File: config.mk
export PLATFORM = sky130hd
export DESIGN_NAME = alu_cmd_driver
export DESIGN_NICKNAME = d
export VERILOG_FILES = /design/src/rtl/alu_pkg.sv /design/src/rtl/alu_cmd_driver.sv
export SDC_FILE = /design/constraint.sdc
export NUM_CORES = 1
export LEC_CHECK = 0
export CORE_MARGIN = 8
export CORE_UTILIZATION = 44
export DETAILED_ROUTE_END_ITERATION = 12
export GPL_ROUTABILITY_DRIVEN = 0
export PLACE_DENSITY = 0.87
export SLEW_MARGIN = 20
export SYNTH_ARGS = -nofsm -noshare
export SYNTH_HDL_FRONTEND = slang
export SYNTH_SLANG_ARGS = --single-unit
export TNS_END_PERCENT = 20
File: constraint.sdc
create_clock -name clk -period 1.8 [get_ports clk]
set_input_delay 0.36 -clock clk [delete_from_list [all_inputs] [get_ports clk]]
set_output_delay 0.36 -clock clk [all_outputs]
set_load 0.02 [all_outputs]
File: src/rtl/alu_pkg.sv
// Shared definitions for the ALU command driver: default width, op selects,
// flag bit positions and FSM state encoding.
package alu_pkg;

  localparam int unsigned ALU_WIDTH = 8;

  localparam logic [2:0] OP_ADD     = 3'b000;
  localparam logic [2:0] OP_SUB     = 3'b001;
  localparam logic [2:0] OP_AND     = 3'b010;
  localparam logic [2:0] OP_OR      = 3'b011;
  localparam logic [2:0] OP_XOR     = 3'b100;
  localparam logic [2:0] OP_SHL     = 3'b101;
  localparam logic [2:0] OP_SHR     = 3'b110;
  localparam logic [2:0] OP_ILLEGAL = 3'b111;

  // Bit positions within the {ovf,neg,zero,carry} flag vector.
  localparam int unsigned FLAG_CARRY = 0;
  localparam int unsigned FLAG_ZERO  = 1;
  localparam int unsigned FLAG_NEG   = 2;
  localparam int unsigned FLAG_OVF   = 3;
  localparam int unsigned NUM_FLAGS  = 4;

  typedef enum logic [1:0] {
    StIdle = 2'd0,
    StWait = 2'd1,
    StResp = 2'd2
  } state_e;

endpackage

File: src/rtl/alu_cmd_driver.sv
// Initiator for the 8-bit ALU: one command in flight, registered ALU operands, fixed-latency
// result capture, accumulator chaining. Optional STICKY_FLAGS_EN adds sticky flag tracking.
module alu_cmd_driver
  import alu_pkg::*;
#(
  parameter int unsigned WIDTH   = ALU_WIDTH,
  parameter int unsigned ALU_LAT = 1,
  parameter int unsigned CNT_W   = 16
) (
  input  logic                 clk,
  input  logic                 rst,
  input  logic                 cmd_valid,
  output logic                 cmd_ready,
  input  logic [2:0]           cmd_op,
  input  logic [WIDTH-1:0]     cmd_a,
  input  logic [WIDTH-1:0]     cmd_b,
  input  logic                 cmd_use_acc,
  output logic [WIDTH-1:0]     alu_a,
  output logic [WIDTH-1:0]     alu_b,
  output logic [2:0]           alu_sel,
  input  logic [WIDTH-1:0]     alu_out,
  input  logic [NUM_FLAGS-1:0] alu_flags,
  output logic                 rsp_valid,
  input  logic                 rsp_ready,
  output logic [WIDTH-1:0]     rsp_data,
  output logic [NUM_FLAGS-1:0] rsp_flags,
  output logic                 rsp_err,
  output logic [CNT_W-1:0]     op_count
`ifdef STICKY_FLAGS_EN
  ,
  input  logic                 sticky_clr,
  output logic [NUM_FLAGS-1:0] sticky_flags
`endif
);

  localparam int unsigned LatW = $clog2(ALU_LAT + 1);

  state_e               state_q, state_d;
  logic [LatW-1:0]      cnt_q, cnt_d;
  logic [WIDTH-1:0]     alu_a_q, alu_a_d, alu_b_q, alu_b_d;
  logic [2:0]           alu_sel_q, alu_sel_d;
  logic [WIDTH-1:0]     acc_q, acc_d, rsp_data_q, rsp_data_d;
  logic [NUM_FLAGS-1:0] rsp_flags_q, rsp_flags_d;
  logic                 rsp_valid_q, rsp_valid_d, rsp_err_q, rsp_err_d;
  logic [CNT_W-1:0]     op_count_q, op_count_d;
  logic                 capture;

  assign cmd_ready = (state_q == StIdle);
  assign alu_a     = alu_a_q;
  assign alu_b     = alu_b_q;
  assign alu_sel   = alu_sel_q;
  assign rsp_valid = rsp_valid_q;
  assign rsp_data  = rsp_data_q;
  assign rsp_flags = rsp_flags_q;
  assign rsp_err   = rsp_err_q;
  assign op_count  = op_count_q;

  always_comb begin
    state_d     = state_q;
    cnt_d       = cnt_q;
    alu_a_d     = alu_a_q;
    alu_b_d     = alu_b_q;
    alu_sel_d   = alu_sel_q;
    acc_d       = acc_q;
    rsp_data_d  = rsp_data_q;
    rsp_flags_d = rsp_flags_q;
    rsp_valid_d = rsp_valid_q;
    rsp_err_d   = rsp_err_q;
    op_count_d  = op_count_q;
    capture     = 1'b0;

    unique case (state_q)
      StIdle: begin
        if (cmd_valid) begin
          if (cmd_op == OP_ILLEGAL) begin
            // Rejected without touching the ALU: error response on the next cycle.
            rsp_valid_d = 1'b1;
            rsp_err_d   = 1'b1;
            rsp_data_d  = '0;
            rsp_flags_d = '0;
            state_d     = StResp;
          end else begin
            alu_a_d   = cmd_use_acc ? acc_q : cmd_a;
            alu_b_d   = cmd_b;
            alu_sel_d = cmd_op;
            cnt_d     = LatW'(ALU_LAT);
            state_d   = StWait;
          end
        end
      end
      StWait: begin
        cnt_d = cnt_q - LatW'(1);
        if (cnt_q == LatW'(1)) begin
          capture = 1'b1;
          state_d = StResp;
        end
      end
      StResp: begin
        if (rsp_ready) begin
          rsp_valid_d = 1'b0;
          rsp_err_d   = 1'b0;
          state_d     = StIdle;
        end
      end
      default: state_d = StIdle;
    endcase

    if (capture) begin
      rsp_valid_d = 1'b1;
      rsp_err_d   = 1'b0;
      rsp_data_d  = alu_out;
      rsp_flags_d = alu_flags;
      acc_d       = alu_out;
      op_count_d  = op_count_q + CNT_W'(1);
    end
  end

  always_ff @(posedge clk) begin
    if (rst) begin
      state_q     <= StIdle;
      cnt_q       <= '0;
      alu_a_q     <= '0;
      alu_b_q     <= '0;
      alu_sel_q   <= '0;
      acc_q       <= '0;
      rsp_data_q  <= '0;
      rsp_flags_q <= '0;
      rsp_valid_q <= 1'b0;
      rsp_err_q   <= 1'b0;
      op_count_q  <= '0;
    end else begin
      state_q     <= state_d;
      cnt_q       <= cnt_d;
      alu_a_q     <= alu_a_d;
      alu_b_q     <= alu_b_d;
      alu_sel_q   <= alu_sel_d;
      acc_q       <= acc_d;
      rsp_data_q  <= rsp_data_d;
      rsp_flags_q <= rsp_flags_d;
      rsp_valid_q <= rsp_valid_d;
      rsp_err_q   <= rsp_err_d;
      op_count_q  <= op_count_d;
    end
  end

`ifdef STICKY_FLAGS_EN
  logic [NUM_FLAGS-1:0] sticky_q;

  // Clear takes priority over a same-cycle capture.
  always_ff @(posedge clk) begin
    if (rst || sticky_clr) begin
      sticky_q <= '0;
    end else if (capture) begin
      sticky_q <= sticky_q | alu_flags;
    end
  end

  assign sticky_flags = sticky_q;
`endif

endmodule

==> impl_metrics.tcl <==
set metrics [dict create \
    status "finished clean" \
    synth_top_family_by_area "simple AND/OR/NAND/NOR gates" \
    clock_path_buffers 2 \
    final_cell_mix "clkdlybuf4s50_1 (80), dfxtp_1 (60), nand2_1 (57)" \
    r2r_slack_ns 0.21 \
    crit_path_max_fanout 6 \
    antenna_left 0 \
    io_buffer_count 85 \
    maxSlewHeadroom 0.638 \
    rsz0062_at_grt "false" \
    max_slew.worst_pin.slew_ns 0.541 \
    routed_via_density 5.04 \
    critPathLaunchType "register" \
    synth_area_leaders "dfxtp_1 (50%), a21oi_1 (9.0%), nand2_1 (9.0%)" \
    htreeDepth 3 \
    grt_busiest_layer "met2" \
    critPathMaxStageDelay_ns 0.64 \
    area_growth_pct 47.7 \
    fmax_ghz 0.573 \
    rr_worst_depth 6 \
    r2r-end "rsp_data[1]" \
    cpMaxStageDelayCell "clkdlybuf4s50_1" \
    yosysTopAreaCellShare 0.504 \
    first_pass_iters 4 \
    p_leak_nw 1.30 \
    crit_family "buffers and inverters" \
    p_total_mw 3.10 \
    diodes 0 \
    cts_sinks 60 \
    maxCapViolCount 0 \
    clockRootBuffer "clkbuf_8" \
    r2r-start "state_q[1]" \
    synth.cell_area_um2 2380 \
    muxShareOfSynthArea 0.0378 \
    fill_cells 436 \
    layout_commonest_cell "clkdlybuf4s50_1" \
    wl_mm 6.16 \
    ys_warn_count 0 \
    synthSimpleGateAreaFrac 0.237 \
    post-route-period-util 0.969 \
    ys_seq_area_frac 0.504 \
    use_met3 0.0364 \
    worst_hold_slack_ns 0.449 \
    grt_pass1_wl_mm 9.69 \
    clk_latency_ns 0.32 \
    hold_depth 2 \
    setup_violations 0 \
    p_clk_frac 0.381 \
    synth_fp_nets 310 \
    grt_max_degree 28 \
    setup_slack_ns 0.0554 \
    dp_hpwl_mm 4.54 \
    hp-class "in -> reg" \
    synth_seq_cells 60 \
    synth-xor-area-share 0.0294 \
    cp.arrival_ns 1.38 \
    synth_top_cell_by_area "dfxtp_1" \
    p_per_area_nw_per_um2 880 \
    start_util 0.444 \
    rows 27 \
    hold_viol_final 0 \
    switching_share 0.265 \
    die_width_um 89.6 \
    crit_chain "clkdlybuf4s50_1" \
    ys.flop_type "dfxtp_1" \
    die_h_um 89.6 \
    cts_hold_buf 0 \
    dp_slack_ns 0.107 \
    cp_num_buf_inv 1 \
    synth_compound_gate_area_share 0.142 \
    async_flop_share 0 \
    drc 0 \
    vias 2211 \
    internal_power_mw 2.28 \
    core_area_um2 5370 \
    drive_gt1_frac 0.0954 \
    dieArea_um2 8030 \
    cts_tree "built" \
    wl_per_cell_um 14.0 \
    slew_viol_final 0 \
    antenna_found_initial 0 \
    pin_count 86 \
    period_minus_slack_ns 1.74 \
    num-nets-final 399 \
    grt.total_usage 0.155 \
    required_ns 1.44 \
    syn_avg_cell_area_um2 8.74 \
    holdPathEnd "op_count[3]" \
    switching_power_uw 820 \
    use_met1 0.180 \
    worstHoldStart "rst" \
    synthAdderAreaFrac 0.00525 \
    worstSetupPathType "reg -> out" \
    skew_ns 0.00333 \
    synth.distinct_cells 37 \
    initialDrtViolationCount 75 \
    synthCells 273 \
    grtUsageMet2 0.262 \
    synth_edf_count 0 \
    grt_pass1_vias 2128 \
    grt_overflow_total 0 \
    pwr-share-seq 0.464 \
    ir_worst_vdd_uv 487 \
    cts_buffers 9 \
    clkTransAtPathRegs_ns 0.07 \
    pwr-share-comb 0.155 \
    tns_ns 0 \
    worstSetupEndpointType "output pin" \
]
## per-layer routing
layer / share of wire / vias to the layer above / wire length [um]
met5: 0 / - / 0
met4: 0.014 / 0 / 85
met3: 0.075 / 10 / 460
met2: 0.48 / 69 / 2930
met1: 0.44 / 1011 / 2680
li1: - / 1121 / -
## kinds of logic (layout without fill, tap and decap cells)
kind of cell,Yosys count,count (layout)
multiplexers,9,9
AND/OR/NAND/NOR,115,115
buffers and inverters,19,113
adder cells (fa/ha/maj),1,1
flip-flops,60,60
AO/OA/AOI/OAI,61,61
XOR/XNOR,8,8
## flip-flops by register name, summed over array words and instances, names as in the netlist
signal and count:
rsp_err 1, alu_sel 3, alu_b 8, op_count 16, alu_a 8, acc_q 8, state_q 2, rsp_flags 4
rsp_valid 1, cnt_q 1, rsp_data 8
## cell type report
type,count,area (um2),share of cell area
Multi-Input combinational cell,194,1070,0.305
Clock inverter,7,77.6,0.0220
Clock buffer,9,124,0.0352
Inverter,2,7.51,0.00213
Timing Repair Buffer,95,948,0.269
Sequential cell,60,1200,0.341
Tap cell,72,90.1,0.0256
## timing repair
action | CTS | global route
endpoints found under the setup margin | 2 | 2
resized for setup | 2 | 2
pin swaps | 0 | 0
buffers inserted | 0 | 0
## worst max-delay path by stage
| stage | from | cells after the start | to |
|---|---|---|---|
| after global placement | cmd_op[2] | 5 | rsp_flags[1] |
| after CTS | op_count[8] | 1 | op_count[8] |
| after floorplan | op_count[0] | 6 | op_count[12] |
| final | op_count[9] | 1 | op_count[9] |
| after global routing | op_count[9] | 1 | op_count[9] |
| after detailed placement | cmd_op[1] | 6 | rsp_data[1] |
## Yosys cell counts, drive strengths merged, types with 3 or more instances
master  instances
a211oi          8
and3            3
xnor2           3
o21ai           7
nor2           17
nand2          57
xor2            5
buf            10
nand3          14
clkbuf          7
or3             6
nand4           4
mux2i           9
a21oi          43
dfxtp          60
## power by group through the flow
stage               Combinational [mW]  Clock (mW)  Sequential, mW
finish                           0.481        1.18            1.44
global route                     0.522        1.27            1.45
CTS                              0.486        1.21            1.44
detailed placement               0.486           0            1.47
global placement                 0.478           0            1.46
floorplan                        0.193           0            1.52
## metrics by stage
step           std cells   util  area [um2]
3_5_place_dp         423  0.618        3320
3_3_place_gp         423  0.618        3320
2_1_floorplan        273      -        2380
5_1_grt              439  0.656        3520
6_report             439  0.656        3520
4_1_cts              439  0.655        3520
Power figures use the tool's default switching activity.
